--- config.mk ---
export PLATFORM = sky130hd
export DESIGN_NAME = fetch_queue
export DESIGN_NICKNAME = d
export VERILOG_FILES = /design/src/rtl/fetch_queue_pkg.sv /design/src/rtl/fetch_queue_fifo.sv /design/src/rtl/fetch_queue.sv
export SDC_FILE = /design/constraint.sdc
export NUM_CORES = 1
export LEC_CHECK = 0
export ABC_AREA = 1
export BUFFER_PORTS_ARGS = -buffer_cell sky130_fd_sc_hd__buf_2
export CORE_UTILIZATION = 59
export DETAILED_ROUTE_END_ITERATION = 16
export PLACE_DENSITY = 0.79
export SLEW_MARGIN = 20
export SYNTH_ARGS = -nofsm -noshare
export SYNTH_HDL_FRONTEND = slang
export SYNTH_SLANG_ARGS = --single-unit
--- constraint.sdc ---
create_clock -name clk -period 9.9 [get_ports clk]
set_input_delay 0.99 -clock clk [delete_from_list [all_inputs] [get_ports clk]]
set_output_delay 0.99 -clock clk [all_outputs]
set_load 0.01 [all_outputs]
--- src/rtl/fetch_queue_pkg.sv ---
`default_nettype none
// +----------------------------------------------------------------------------+
// | Package     : fq_types                                                      |
// | Description : Shared types and constants for the fetch_queue front end:     |
// |               fetch FSM state encoding, queue entry layout, JAL opcode,     |
// |               sequential PC step and the J-type immediate extractor.        |
// | Optional    : FQ_JAL_PREDICT_EN (consumers use OP_JAL / jal_offset)         |
// | Revision    : 1.0 - initial release                                         |
// +----------------------------------------------------------------------------+
package fq_types;

    localparam int         FQ_XLEN    = 32;
    localparam logic [6:0] OP_JAL     = 7'b1101111;
    localparam int         FQ_PC_STEP = 4;

    typedef enum logic [1:0] {
        IDLE    = 2'd0,
        REQ     = 2'd1,
        DISCARD = 2'd2
    } fq_state_t;

    // Logical content of one queue slot (shown for the default 32-bit width).
    typedef struct packed {
        logic [FQ_XLEN-1:0] pc;
        logic [FQ_XLEN-1:0] inst;
        logic               pred_taken;
    } fq_entry_t;

    // Byte offset encoded in a JAL instruction, 21 bits, sign bit at [20].
    function automatic logic [20:0] jal_offset(input logic [31:0] inst);
        return {inst[31], inst[19:12], inst[20], inst[30:21], 1'b0};
    endfunction

endpackage
`default_nettype wire

--- src/rtl/fetch_queue_fifo.sv ---
`default_nettype none
// +----------------------------------------------------------------------------+
// | Module      : fq_fifo                                                       |
// | Description : DEPTH-entry circular buffer with push, pop, flush and an      |
// |               occupancy count. Head data is read combinationally.           |
// | Ports       : clk, rst        clock, synchronous active-high reset          |
// |               i_push/i_push_data  write one entry at the tail               |
// |               i_pop           advance the head                              |
// |               i_flush         empty the buffer (wins over push/pop)         |
// |               o_head_data     entry at the head                             |
// |               o_count         occupancy, 0..DEPTH                           |
// | Revision    : 1.0 - initial release                                         |
// +----------------------------------------------------------------------------+
module fq_fifo #(
    parameter int WIDTH = 64,
    parameter int DEPTH = 4
) (
    input  logic                     clk,
    input  logic                     rst,
    input  logic                     i_push,
    input  logic [WIDTH-1:0]         i_push_data,
    input  logic                     i_pop,
    input  logic                     i_flush,
    output logic [WIDTH-1:0]         o_head_data,
    output logic [$clog2(DEPTH):0]   o_count
);

    localparam int c_AW = $clog2(DEPTH);

    logic [WIDTH-1:0] r_mem [DEPTH];
    logic [c_AW-1:0]  r_head;
    logic [c_AW-1:0]  r_tail;
    logic [c_AW:0]    r_count;

    // DEPTH is a power of two, so pointers wrap by natural overflow.
    always_ff @(posedge clk) begin
        if (rst || i_flush) begin
            r_head  <= '0;
            r_tail  <= '0;
            r_count <= '0;
        end else begin
            if (i_push) r_tail <= r_tail + 1'b1;
            if (i_pop)  r_head <= r_head + 1'b1;
            case ({i_push, i_pop})
                2'b10:   r_count <= r_count + 1'b1;
                2'b01:   r_count <= r_count - 1'b1;
                default: r_count <= r_count;
            endcase
        end
    end

    // Storage needs no reset: an entry is only visible once it was written.
    always_ff @(posedge clk) begin
        if (i_push && !i_flush && !rst) r_mem[r_tail] <= i_push_data;
    end

    assign o_head_data = r_mem[r_head];
    assign o_count     = r_count;

endmodule
`default_nettype wire

--- src/rtl/fetch_queue.sv ---
`default_nettype none
// +----------------------------------------------------------------------------+
// | Module      : fetch_queue                                                   |
// | Description : Decoupled rv32i instruction fetch. Issues one outstanding     |
// |               request at a time to instruction memory, buffers {pc, inst}   |
// |               in a circular FIFO and hands the head to ID under valid/ready.|
// |               A redirect flushes the queue and restarts fetch; a response   |
// |               still in flight at that moment is discarded.                  |
// | Ports       : clk, rst                 clock, sync active-high reset        |
// |               redirect, redirect_pc    flush + new fetch address            |
// |               inst_read, inst_addr     memory request (held until resp)     |
// |               inst_rdata, inst_resp    memory response (one-cycle strobe)   |
// |               fq_valid, fq_ready       head handshake towards ID            |
// |               fq_pc, fq_inst, fq_pred_taken  head entry                     |
// |               fq_count                 occupancy                            |
// | Optional    : FQ_JAL_PREDICT_EN - follow JAL targets at fetch and mark the  |
// |               entry pred_taken; otherwise fetch is strictly sequential.     |
// | Revision    : 1.0 - initial release                                         |
// +----------------------------------------------------------------------------+
module fetch_queue
    import fq_types::*;
#(
    parameter int              XLEN     = 32,
    parameter int              DEPTH    = 4,
    parameter logic [XLEN-1:0] RESET_PC = 32'h0000_0060
) (
    input  logic                   clk,
    input  logic                   rst,
    input  logic                   redirect,
    input  logic [XLEN-1:0]        redirect_pc,
    output logic                   inst_read,
    output logic [XLEN-1:0]        inst_addr,
    input  logic [XLEN-1:0]        inst_rdata,
    input  logic                   inst_resp,
    output logic                   fq_valid,
    input  logic                   fq_ready,
    output logic [XLEN-1:0]        fq_pc,
    output logic [XLEN-1:0]        fq_inst,
    output logic                   fq_pred_taken,
    output logic [$clog2(DEPTH):0] fq_count
);

    localparam int            c_AW        = $clog2(DEPTH);
    localparam logic [c_AW:0] c_DEPTH_CNT = (c_AW + 1)'(DEPTH);
    localparam logic [c_AW:0] c_DEPTH_M1  = (c_AW + 1)'(DEPTH - 1);
`ifdef FQ_JAL_PREDICT_EN
    localparam int            c_ENTRY_W   = 2 * XLEN + 1;
`else
    localparam int            c_ENTRY_W   = 2 * XLEN;
`endif

    fq_state_t          r_state, w_state_nxt;
    logic [XLEN-1:0]    r_fetch_pc, w_fetch_pc_nxt;
    logic [XLEN-1:0]    r_req_addr, w_req_addr_nxt;

    logic [c_AW:0]      w_count;
    logic               w_push;
    logic               w_pop;
    logic               w_room_after;
    logic [XLEN-1:0]    w_seq_pc;
    logic [XLEN-1:0]    w_next_pc;
    logic [c_ENTRY_W-1:0] w_push_data;
    logic [c_ENTRY_W-1:0] w_head_data;

    // Redirect suppresses both queue operations in its cycle.
    assign fq_valid = (w_count != '0);
    assign w_pop    = fq_valid && fq_ready && !redirect;
    assign w_push   = (r_state == REQ) && inst_resp && !redirect;
    assign w_seq_pc = r_req_addr + XLEN'(FQ_PC_STEP);

    // After pushing, count+1-pop < DEPTH  <=>  count < DEPTH-1 or a pop happens.
    assign w_room_after = (w_count < c_DEPTH_M1) || w_pop;

`ifdef FQ_JAL_PREDICT_EN
    logic        w_is_jal;
    logic [20:0] w_jal_imm;
    logic        w_head_pred;

    assign w_is_jal    = (inst_rdata[6:0] == OP_JAL);
    assign w_jal_imm   = jal_offset(inst_rdata[31:0]);
    assign w_next_pc   = w_is_jal ? r_req_addr + {{(XLEN-21){w_jal_imm[20]}}, w_jal_imm}
                                  : w_seq_pc;
    assign w_push_data = {w_is_jal, r_req_addr, inst_rdata};
    assign {w_head_pred, fq_pc, fq_inst} = w_head_data;
    assign fq_pred_taken = fq_valid && w_head_pred;
`else
    assign w_next_pc     = w_seq_pc;
    assign w_push_data   = {r_req_addr, inst_rdata};
    assign {fq_pc, fq_inst} = w_head_data;
    assign fq_pred_taken = 1'b0;
`endif

    fq_fifo #(
        .WIDTH (c_ENTRY_W),
        .DEPTH (DEPTH)
    ) u_fifo (
        .clk         (clk),
        .rst         (rst),
        .i_push      (w_push),
        .i_push_data (w_push_data),
        .i_pop       (w_pop),
        .i_flush     (redirect),
        .o_head_data (w_head_data),
        .o_count     (w_count)
    );

    always_ff @(posedge clk) begin
        if (rst) begin
            r_state    <= IDLE;
            r_fetch_pc <= RESET_PC;
            r_req_addr <= RESET_PC;
        end else begin
            r_state    <= w_state_nxt;
            r_fetch_pc <= w_fetch_pc_nxt;
            r_req_addr <= w_req_addr_nxt;
        end
    end

    always_comb begin
        w_state_nxt    = r_state;
        w_fetch_pc_nxt = r_fetch_pc;
        w_req_addr_nxt = r_req_addr;
        inst_read      = 1'b0;

        case (r_state)
            IDLE: begin
                if (redirect) begin
                    w_state_nxt    = REQ;
                    w_req_addr_nxt = redirect_pc;
                end else if (w_count < c_DEPTH_CNT) begin
                    w_state_nxt    = REQ;
                    w_req_addr_nxt = r_fetch_pc;
                end
            end

            REQ: begin
                inst_read = 1'b1;
                if (redirect) begin
                    if (inst_resp) begin
                        w_req_addr_nxt = redirect_pc;
                    end else begin
                        // Old request is still in flight; keep its address
                        // on the bus and drop whatever comes back.
                        w_state_nxt = DISCARD;
                    end
                end else if (inst_resp) begin
                    w_fetch_pc_nxt = w_next_pc;
                    if (w_room_after) begin
                        w_req_addr_nxt = w_next_pc;
                    end else begin
                        w_state_nxt = IDLE;
                    end
                end
            end

            DISCARD: begin
                inst_read = 1'b1;
                // A redirect landing on the very response being discarded
                // restarts at the new target; otherwise there would be no
                // request left for DISCARD to wait on.
                if (inst_resp) begin
                    w_state_nxt    = REQ;
                    w_req_addr_nxt = redirect ? redirect_pc : r_fetch_pc;
                end
            end

            default: begin
                w_state_nxt = IDLE;
            end
        endcase

        if (redirect) w_fetch_pc_nxt = redirect_pc;
    end

    assign inst_addr = r_req_addr;
    assign fq_count  = w_count;

endmodule
`default_nettype wire

==> flow_summary.ini <==
[pwr]
p_leak_uw = 0.00601
cellPowerDensity_nw_per_um2 = 202
irDropWorstVdd_mv = 0.139
finalPower_uw = 3270

[sta]
slew_violations = 0
period_share_pct = 39.1
slew-limit-headroom_pct = 40.1
rsz0062_at_grt = no
fin_worst_skew_ps = 12.0
fin_crit_ps = 3870
finalHoldViolCount = 0
max_freq_mhz = 258
setup_ws_ps = 6030
setup_viol = 0
setup-tns-final_ps = 0
tightestPinTransition_ps = 898

[critical_path]
crit-reg2reg-launch = r_state[1]
ff2ff_path_depth = 10
worstReg2RegEnd = inst_addr[25]
startpoint_type = flop
ff2ff_setup_slack_ps = 6430
crit_type = reg2out
path_max_fanout = 94
endpoint_kind = output port
arrival_ps = 2880
crit_end = fq_pc[12]
worstPathRequired_ps = 8910

[detailed_routing]
dr.pass1.iters = 5
routed_wl_um = 33700
drtAntennaViolNets = 0
post_drt_wl_per_cell_um = 18.3
drc_errors = 0
dr.max_layer_used = met4
wl_met1_um = 14200
wl_met3_um = 2590
num_vias = 10700
route.met2.wl_um = 16000
drt-vias-per-instance = 5.83
drt_iter0_drc = 1130

[synth]
synth_top_family_by_area = simple AND/OR/NAND/NOR gates
synthArstFlopShare_pct = 0
synthFlopType = edfxtp_1
synth_edf_count = 256
syn_nets = 1436
avgSynthCellArea_um2 = 10.4
synth-simple-area-share_pct = 16.0
yosysWarningCount = 0
synth.mux.area_fraction_pct = 0
ys_top_cells_by_area = edfxtp_1 (55%), dfxtp_1 (11%), nor2_1 (6.1%)
ys_seq_area_share_pct = 65.4
synth-seq-cells = 331
synth_xor_area_share_pct = 0.125
ys_types = 40
synth-adder-area-share_pct = 1.03
yosys.area.top_type = edfxtp_1
synth_compound_area_share_pct = 13.0
syn_area_um2 = 14000
synth_cells = 1356
synth_top_area_share_pct = 54.7

[clock_tree]
numCtsBuffers = 34
cts_tree = yes
htree_levels = 2
root_buffer = clkbuf_16
path_clk_slew_ps = 60
clk_latency_ps = 520
max-clock-path-buffers = 3
clkSinkCount = 331
cts_resized = 0
cts_setup_buffers = 0
ctsHoldBuffers = 0

[outcome]
status = complete, no violations

[grt]
grt_pass1_vias = 10100
grt_util_all_layers_pct = 27.9
gr-total-overflow = 0
antenna_found_initial = 0
grt_pass1_wl_um = 52500
grt_start_max_net_pins = 95

[layout]
nNetsFinal = 1572
n_antenna_cell = 0
area_delta_synth_final_pct = 15.1
post-route-util_pct = 69.1
fill_cells = 1749
drive_above_1_share_pct = 17.6
fin_area_um2 = 16200

[worst_hold_path]
holdPathStages = 2
worstHoldPathType = reg2reg

[floorplanning]
core_um2 = 23400
rows = 56
start_util_pct = 60.0
dieArea_um2 = 24400
io_pins = 171
die_h_um = 156
die_x_um = 156

[placed_design]
portBuffers = 169
place_ws_ps = 5970
post-dp-hpwl_um = 20400
placed_area_um2 = 15000
place.gp.congestion = 0.837

[job]
maxCapViolations = 0
sequential cells by signal, indices dropped and copies added, names as in the netlist, named ones only:
signal          cells
inst_addr          32
u_fifo.r_head       2
r_fetch_pc         32
r_state             2
u_fifo.o_count      3
u_fifo.r_mem      256
u_fifo.r_tail       2
synth_stat cells (6+ instances only):
master    instances
nand2_1         184
dfxtp_1          75
nand3_1          71
o21ai_1          25
nand4_1          23
nor2_4            6
nor2_1          228
a21oi_1          62
clkbuf_1         51
inv_1            52
buf_2            17
edfxtp_1        256
a21boi_0         10
buf_4             6
o21ai_0         168
o22ai_1          64
ha_1             10
how the worst min path moves through the flow:
stage | from | end | slack [ps]
final | r_fetch_pc[13] | r_fetch_pc[13] | 470
after global routing | r_fetch_pc[13] | r_fetch_pc[13] | 490
after CTS | r_fetch_pc[13] | r_fetch_pc[13] | 470
after detailed placement | r_fetch_pc[13] | r_fetch_pc[13] | 470
after global placement | r_fetch_pc[8] | r_fetch_pc[8] | 450
after floorplan | u_fifo.r_head[1] | flop | 440
worst max-delay path, cell delays in order, from the launching register on:
cell      delay (ps)
dfxtp_4          460
clkinv_2         390
buf_4            770
o21ai_0          190
o22ai_1          340
buf_2            210
layer usage:
metal	global-route usage [%]	vias to the layer above
met5	0	-
met4	10.4	0
met3	3.60	70
met2	45.8	518
met1	38.2	5040
li1	-	5069
kinds of logic after synthesis:
logic type	count (synthesis)
simple gates	532
compound gates	340
flops	331
buf+inv	139
fa+ha+maj	11
xor+xnor	2
other cells	1
through the flow:
stage | cells | hold slack [ps]
2_1_floorplan | 1356 | 436
3_3_place_gp | 1775 | 453
5_1_grt | 1836 | 495
4_1_cts | 1836 | 475
3_5_place_dp | 1775 | 466
6_report | 1836 | 471
where the power goes:
part	internal [uW]	switching, uW
registers	1570	91.5
clock network	760	529
logic	104	215
total	2430	836
cell type report:
type	count	area [um2]	share of cell area (%)
clock inverters	21	240	1.49
multi-input cells	886	4280	26.5
repair buffers	180	928	5.74
flip-flops and latches	331	9190	56.9
clock buffers	40	895	5.54
inverters	59	230	1.42
well taps	319	399	2.47
cells in the final DEF (no fill, tap or decap), types with 35 or more instances in the layout:
master	instances
o22ai_1	64
a21oi_1	62
nand3_1	71
inv_1	51
clkbuf_16	35
buf_2	169
edfxtp_1	256
nand2_1	184
dfxtp_1	73
o21ai_0	168
nor2_1	224
Power figures use the tool's default switching activity.
